<file path="config.mk">
export PLATFORM = sky130hd
export DESIGN_NAME = count_sequencer
export DESIGN_NICKNAME = d
export VERILOG_FILES = /design/src/rtl/count_seq_pkg.sv /design/src/rtl/tick_prescaler.sv /design/src/rtl/count_sequencer.sv
export SDC_FILE = /design/constraint.sdc
export NUM_CORES = 1
export LEC_CHECK = 0
export CORE_UTILIZATION = 54
export DETAILED_ROUTE_END_ITERATION = 8
export PLACE_DENSITY = 0.78
export SETUP_SLACK_MARGIN = 0.15
export SLEW_MARGIN = 15
export SYNTH_ARGS = -nofsm -noshare
export SYNTH_HDL_FRONTEND = slang
export SYNTH_SLANG_ARGS = --single-unit
</file>
<file path="constraint.sdc">
create_clock -name clk -period 2.5 [get_ports clk]
set_clock_uncertainty 0.1 [all_clocks]
set_input_delay 0.5 -clock clk [delete_from_list [all_inputs] [get_ports clk]]
set_output_delay 0.5 -clock clk [all_outputs]
set_load 0.1 [all_outputs]
</file>
<file path="src/rtl/count_seq_pkg.sv">
// Shared command, state and START-flag definitions for the count sequencer.
package count_seq_pkg;

  typedef enum logic [1:0] {
    OP_LOAD  = 2'b00,
    OP_PRESC = 2'b01,
    OP_START = 2'b10,
    OP_STOP  = 2'b11
  } cmd_op_e;

  typedef enum logic [1:0] {
    ST_IDLE = 2'b00,
    ST_RUN  = 2'b01,
    ST_DONE = 2'b10
  } state_e;

  localparam int FLAG_ONESHOT = 0;
  localparam int FLAG_DOWN    = 1;

endpackage

</file>
<file path="src/rtl/tick_prescaler.sv">
// Divides clk down to a tick every prescale+1 cycles while run is high; clr restarts the period.
// Combinational tick from the registered pre_cnt; no backpressure.
module tick_prescaler #(
  parameter int PRE_W = 8
) (
  input  logic             clk,
  input  logic             rst,
  input  logic             run,
  input  logic             clr,
  input  logic [PRE_W-1:0] prescale,
  output logic             tick
);

  logic [PRE_W-1:0] pre_cnt;

  // A clear on the same cycle swallows the tick, so commands take priority.
  assign tick = run && !clr && (pre_cnt == prescale);

  always_ff @(posedge clk) begin
    if (rst || clr || !run || tick) begin
      pre_cnt <= '0;
    end else begin
      pre_cnt <= pre_cnt + PRE_W'(1);
    end
  end

endmodule

</file>
<file path="src/rtl/count_sequencer.sv">
// Command-driven up/down counter with prescaler, terminal-count strobe and registered output enable.
// Commands take effect one cycle after acceptance; cmd_ready drops for that cycle (1 accept per 2 cycles).
module count_sequencer
  import count_seq_pkg::*;
#(
  parameter int WIDTH = 8,
  parameter int PRE_W = 8   // must not exceed WIDTH; prescale comes from cmd_data
) (
  input  logic             clk,
  input  logic             rst,
  input  logic             cmd_valid,
  output logic             cmd_ready,
  input  logic [1:0]       cmd_op,
  input  logic [WIDTH-1:0] cmd_data,
  input  logic             oe_req,
  output logic [WIDTH-1:0] count_q,
  output logic             count_oe,
  output logic             tc_pulse,
  output logic             busy
);

  state_e           state_q, state_d;
  logic             pend_vld;
  cmd_op_e          pend_op;
  logic [WIDTH-1:0] pend_data;
  logic [PRE_W-1:0] presc_q, presc_d;
  logic [WIDTH-1:0] count_d;
  logic             oneshot_q, oneshot_d;
  logic             down_q, down_d;
  logic             tc_d;
  logic             terminal;
  logic             tick;

  assign cmd_ready = !rst && !pend_vld;
  assign busy      = (state_q == ST_RUN);

  tick_prescaler #(.PRE_W(PRE_W)) u_presc (
    .clk      (clk),
    .rst      (rst),
    .run      (busy),
    .clr      (pend_vld),
    .prescale (presc_q),
    .tick     (tick)
  );

  always_ff @(posedge clk) begin
    if (rst) begin
      state_q   <= ST_IDLE;
      pend_vld  <= 1'b0;
      pend_op   <= OP_LOAD;
      pend_data <= '0;
      presc_q   <= '0;
      count_q   <= '0;
      oneshot_q <= 1'b0;
      down_q    <= 1'b0;
      tc_pulse  <= 1'b0;
      count_oe  <= 1'b0;
    end else begin
      state_q   <= state_d;
      presc_q   <= presc_d;
      count_q   <= count_d;
      oneshot_q <= oneshot_d;
      down_q    <= down_d;
      tc_pulse  <= tc_d;
      count_oe  <= oe_req;
      if (cmd_valid && cmd_ready) begin
        pend_vld  <= 1'b1;
        pend_op   <= cmd_op_e'(cmd_op);
        pend_data <= cmd_data;
      end else begin
        pend_vld  <= 1'b0;
      end
    end
  end

  always_comb begin
    state_d   = state_q;
    presc_d   = presc_q;
    count_d   = count_q;
    oneshot_d = oneshot_q;
    down_d    = down_q;
    tc_d      = 1'b0;
    terminal  = down_q ? (count_q == '0) : (count_q == '1);

    // A pending command always beats a coincident tick.
    if (pend_vld) begin
      case (pend_op)
        OP_LOAD:  count_d = pend_data;
        OP_PRESC: presc_d = pend_data[PRE_W-1:0];
        OP_START: begin
          oneshot_d = pend_data[FLAG_ONESHOT];
          down_d    = pend_data[FLAG_DOWN];
          state_d   = ST_RUN;
        end
        OP_STOP:  state_d = ST_IDLE;
        default:  state_d = state_q;
      endcase
    end else if (tick) begin
      tc_d = terminal;
      if (terminal && oneshot_q) begin
        state_d = ST_DONE;
      end else if (down_q) begin
        count_d = count_q - WIDTH'(1);
      end else begin
        count_d = count_q + WIDTH'(1);
      end
    end
  end

endmodule
</file>
-- Word level (Yosys, flattened, before mapping)
Index checks and enable logic that the tools add are counted.
- output and inout bits: 12
- register bits after elaboration: 41
- input port bits: 14
- eq/ne operators: 9
- bitwise operators: 1
- reduce and logical (&&, ||, !) cells: 20
- add/sub/neg operators: 3
- muxes and demuxes: 11
- operator list (kind ; number):
    $mux W8 ; 5
    $add A8 B1 Y8 const B ; 2
    $eq A8 B8 Y1 ; 1
    $eq A8 B8 Y1 const B ; 1
    $logic_not A8 Y1 ; 1
    $sub A8 B1 Y8 const B ; 1
    $mux W2 ; 3
    $reduce_and A3 Y1 ; 2
    $logic_and A1 B1 Y1 ; 5
    $eq A2 B1 Y1 const B ; 2
    $eq A2 B2 Y1 const B ; 2
    $pmux W2 S2 ; 1
    $reduce_and A2 Y1 ; 2
    $reduce_bool A2 Y1 ; 2
    $logic_not A1 Y1 ; 3
    $logic_or A1 B1 Y1 ; 3
    $ne A3 B1 Y1 const B ; 1
    $reduce_or A3 Y1 ; 1
    $logic_not A2 Y1 ; 1
    $mux W1 ; 2
    $ne A2 B1 Y1 const B ; 1
    $ne A2 B2 Y1 const B ; 1
    $not A1 Y1 ; 1

-- Logic depth before layout (Yosys ltp)
- depth in word-level cells: 6
- gate-level depth with buffers: 8

-- Modules after synthesis
Synthesis repeated with hierarchy kept, for this count alone.
- cell total of the unflattened synthesis: 239
- area total of the unflattened synthesis: 2077.0 um^2
- by module, submodules not included (module ; area an instance (um^2) ; cells an instance ; times used):
    count_sequencer ; 1651.6 ; 193 ; 1
    tick_prescaler ; 425.4 ; 46 ; 1

-- Worst setup path after synthesis
No wires, ideal clock.
- path kind: register -> register
- start point: reg count_q[0]
- end point: reg count_q[6]
- slack: -0.250 ns
- data arrival time: 2.571 ns
- setup time: 0.078 ns
- cell stages (with the launch flop): 9
- path buffers: 0
- period minus slack after synthesis: 2.750 ns
- cells stage by stage: dfxtp_1 inv_1 fa_1 nor2b_1 o31a_1 o21ai_0 nor3b_1 o311a_1 nor3_1
- longest elaborated chain between the ends: 5
- RTL lines (what ; line ; RTL):
    from (decl) ; count_sequencer.sv:16 ; output logic [WIDTH-1:0] count_q,
    from (signal assigned) ; count_sequencer.sv:61 ; count_q <= count_d;
    $add A8 B1 Y8, or another cell as far along ; count_sequencer.sv:105 ; count_d = count_q + WIDTH'(1);
    $mux W8 / $mux W1 (equally long branches) ; count_sequencer.sv:102, count_sequencer.sv:83 ;
    $mux W8 / $logic_and A1 B1 Y1 (equally long branches) ; count_sequencer.sv:100 ; if (terminal && oneshot_q) begin
    $mux W8 / $ne A2 B2 Y1 (equally long branches) ; -- ;
    $mux W8 / $reduce_and A3 Y1 (equally long branches) ; -- ;
Several ways; a longest one is shown, not always the timed one. The select of a mux whose other input is x is not followed.
A chain may end at the register's enable or synchronous reset.

-- Worst setup path after layout
- start point: reg down_q
- end point: reg count_q[6]
- longest elaborated chain between the ends: 4
- RTL lines (what ; line ; RTL):
    from (decl) ; count_sequencer.sv:29 ; logic down_q, down_d;
    from (signal assigned) ; count_sequencer.sv:63 ; down_q <= down_d;
    $mux W1 / $mux W8 (equally long branches) ; count_sequencer.sv:83, count_sequencer.sv:102 ;
    $logic_and A1 B1 Y1 / $mux W8 (equally long branches) ; count_sequencer.sv:100 ;
    $ne A2 B2 Y1 (no line) / $mux W8 (equally long branches) ; -- ;
    $reduce_and A3 Y1 (no line) / $mux W8 (equally long branches) ; -- ;
Several ways; a longest one is shown, not always the timed one. The select of a mux whose other input is x is not followed.

==> flow_metrics.tcl <==
set metrics [dict create \
    hold_viol 0 \
    yosys_warnings 0 \
    initial_core_util_pct 56.0 \
    reg2reg_depth 8 \
    r2r-start "down_q$_SDFFE_PP0P_" \
    rows 22 \
    utilization_pct 66.6 \
    synth_cell_types 45 \
    numPortBuffers 25 \
    mappedNetlistArea_sq_mm 0.00205 \
    yosys.area_share.simple_pct 23.5 \
    pwr_density_cell_mw_per_mm2 554 \
    antenna_found_initial 0 \
    cp-start-kind "flop" \
    cts_buffer_depth 2 \
    maxCapViolCount 0 \
    mostFrequentLayoutCells "35 x dfxtp_1, 31 x nor2_1, 22 x nand2_1" \
    syn-num-nets 255 \
    arrival_ns 2.35 \
    grt_max_degree 34 \
    crit_path_cell_trace "inv_1 > fa_1 > nor2b_1 > o31a_1 > o21ai_0 > nor3b_1 > o311a_1 > nor3_1" \
    slowest_delay_ns 0.45 \
    cts-hold-fix-buffers 0 \
    vias 1645 \
    grt_pass1_vias 1564 \
    rsz0062_at_grt "yes" \
    setup_violations 0 \
    htreeDepth 2 \
    root_buffer "clkbuf_8" \
    cp-endpoint "count_q[6]$_SDFFE_PP0P_" \
    slew_headroom_pct 61.7 \
    synthMuxAreaShare_pct 4.39 \
    synth_edf_count 0 \
    finalSetupTns_ns 0 \
    synth_xor_area_share_pct 8.11 \
    path_clk_slew_ns 0.07 \
    synthToLayoutAreaGrowth_pct 18.9 \
    layout_commonest_cell "dfxtp_1" \
    finalMaxSlewViolations 0 \
    critPathKind "flop to flop" \
    setup_ws_ns 0.268 \
    vdd_drop_max_uv 467 \
    critical_path.startpoint "down_q$_SDFFE_PP0P_" \
    fin_nets 283 \
    vias_per_cell 5.34 \
    ant_nets 0 \
    crit_path_end_kind "flop" \
    die_h_um 63.6 \
    crit_slowest_cell "dfxtp_2" \
    ys_async_sr_fraction_pct 0 \
    clkLatencyLatePin_ns 0.29 \
    ys_seq_elements 41 \
    core_area_sq_mm 0.00366 \
    post_drt_wl_per_cell_um 13.0 \
    dp_hpwl_mm 2.95 \
    cts_num_sinks 41 \
    num_antenna_cells 0 \
    min_path_type "flop to flop" \
    synth_top_family_by_area "simple AND/OR/NAND/NOR gates" \
    yosysSeqAreaShare_pct 40.0 \
    required_ns 2.61 \
    timing.fmax_ghz 0.448 \
    grt_pass1_wl_mm 6.88 \
    finalCriticalPeriod_ns 2.23 \
    die_area_sq_mm 0.00405 \
    syn_avg_cell_area_sq_um 8.80 \
    reg2reg_setup_slack_ns 0.27 \
    route.detailed.drc 0 \
    leakage_nw 1.01 \
    synthAdderAreaFrac_pct 5.25 \
    syn_inst 233 \
    pre_cts_slack_ns 0.185 \
    layout-drive-gt1-share_pct 15.0 \
    first_pass_iters 4 \
    period_share_pct 89.3 \
    r2r_end "count_q[6]$_SDFFE_PP0P_" \
    status "finished clean" \
    grt-ovfl-total 0 \
    worstPathMaxFanout 10 \
    synth-main-ff-cell "dfxtp_1" \
    first_iter_violations 48 \
    io_pins 26 \
    tightest_slew_ns 0.575 \
    drt-total-wl_mm 4.01 \
    cts_tree "built" \
    place_congestion 0.859 \
    synth_compound_area_share_pct 15.3 \
    die_x_um 63.6 \
    cts_buffers 5 \
    track_usage_pct 22.0 \
]
-- synthesized netlist by cell type (3+ instances only) --
cell type,count,share of area [%]
nand2_1,22,4.0
mux2i_1,9,4.4
a211oi_2,3,1.8
a21oi_1,10,2.4
xor2_1,15,6.4
nor2b_1,4,1.2
dfxtp_1,41,40
inv_1,8,1.5
nand3_1,8,2.0
o21ai_0,15,3.7
nand2b_1,10,3.1
xnor2_1,4,1.7
ha_1,7,4.3
nor2_1,32,5.9
clkbuf_1,7,1.3
nor3_1,4,0.98
-- per-stage QoR --
step           cells  power [mW]  cell area [sq um]  hold slack (ns)
2_1_floorplan    233       0.898               2060            0.332
3_3_place_gp     301       0.965               2340            0.338
3_5_place_dp     301       0.966               2340            0.368
4_1_cts          307        1.35               2420            0.378
5_1_grt          308        1.41               2440            0.416
6_report         308        1.35               2440            0.367
-- critical path, delay by kind of cell (launching register included) --
kind,cells,cell delay (ns)
AO/OA/AOI/OAI,3,0.56
flip-flops,1,0.45
adder cells (fa/ha/maj),1,0.40
buffers and inverters,1,0.10
AND/OR/NAND/NOR,3,0.54
-- sequential cells by signal, summed over array words and instances, names as in the netlist --
signal and flops:
oneshot_q 1, count_oe 1, tc_pulse 1, pend_data 8, pend_op 2, presc_q 8
u_presc.pre_cnt 8, pend_vld 1, state_q 2, count_q 8, down_q 1
-- worst min path at each step --
| stage | slack [ns] | cells after the start | end | from |
|---|---|---|---|---|
| 4_1_cts | 0.38 | 2 | state_q[1]$_SDFFE_PP0P_ | state_q[1]$_SDFFE_PP0P_ |
| 3_5_place_dp | 0.37 | 2 | state_q[1]$_SDFFE_PP0P_ | state_q[1]$_SDFFE_PP0P_ |
| 6_report | 0.37 | 2 | state_q[1]$_SDFFE_PP0P_ | state_q[1]$_SDFFE_PP0P_ |
| 2_1_floorplan | 0.33 | 2 | state_q[1]$_SDFFE_PP0P_ | state_q[1]$_SDFFE_PP0P_ |
| 3_3_place_gp | 0.34 | 2 | state_q[1]$_SDFFE_PP0P_ | state_q[1]$_SDFFE_PP0P_ |
| 5_1_grt | 0.42 | 1 | tc_pulse$_SDFF_PP0_ | pend_vld$_SDFF_PP0_ |
-- report_power, final --
part	internal (mW)	switching (mW)	leakage [nW]
clock	0.183	0.209	0.0399
sequential	0.679	0.0304	0.336
combinational	0.0892	0.160	0.631
total	0.952	0.399	1.01
-- metal layers --
metal | track usage (%) | routed length (um) | vias to the layer above
met5 | 0 | 0 | -
met4 | 10.2 | 49 | 0
met3 | 4.89 | 154 | 5
met2 | 34.7 | 1780 | 35
met1 | 28.4 | 2020 | 746
li1 | - | - | 859
-- logic make-up (layout without fill, tap and decap cells) --
logic type	Yosys count	count (layout)
xor+xnor	19	19
fa+ha+maj	8	8
buf+inv	17	44
compound gates	45	45
simple gates	94	94
flops	41	41
mux	9	9
-- timing repair --
item	CTS	global route
setup endpoints to repair	0	3
setup buffers	0	1
resized for setup	0	1
-- final cells by class --
type,count,area (sq um)
timing repair buffer,30,283
inverter,8,30.0
multi-input combinational,175,1160
tap,48,60.1
clock inverter,1,5.00
clock buffer,5,68.8
sequential,41,828
fill,314,1220
No activity file was read; power rests on OpenSTA's default activity.
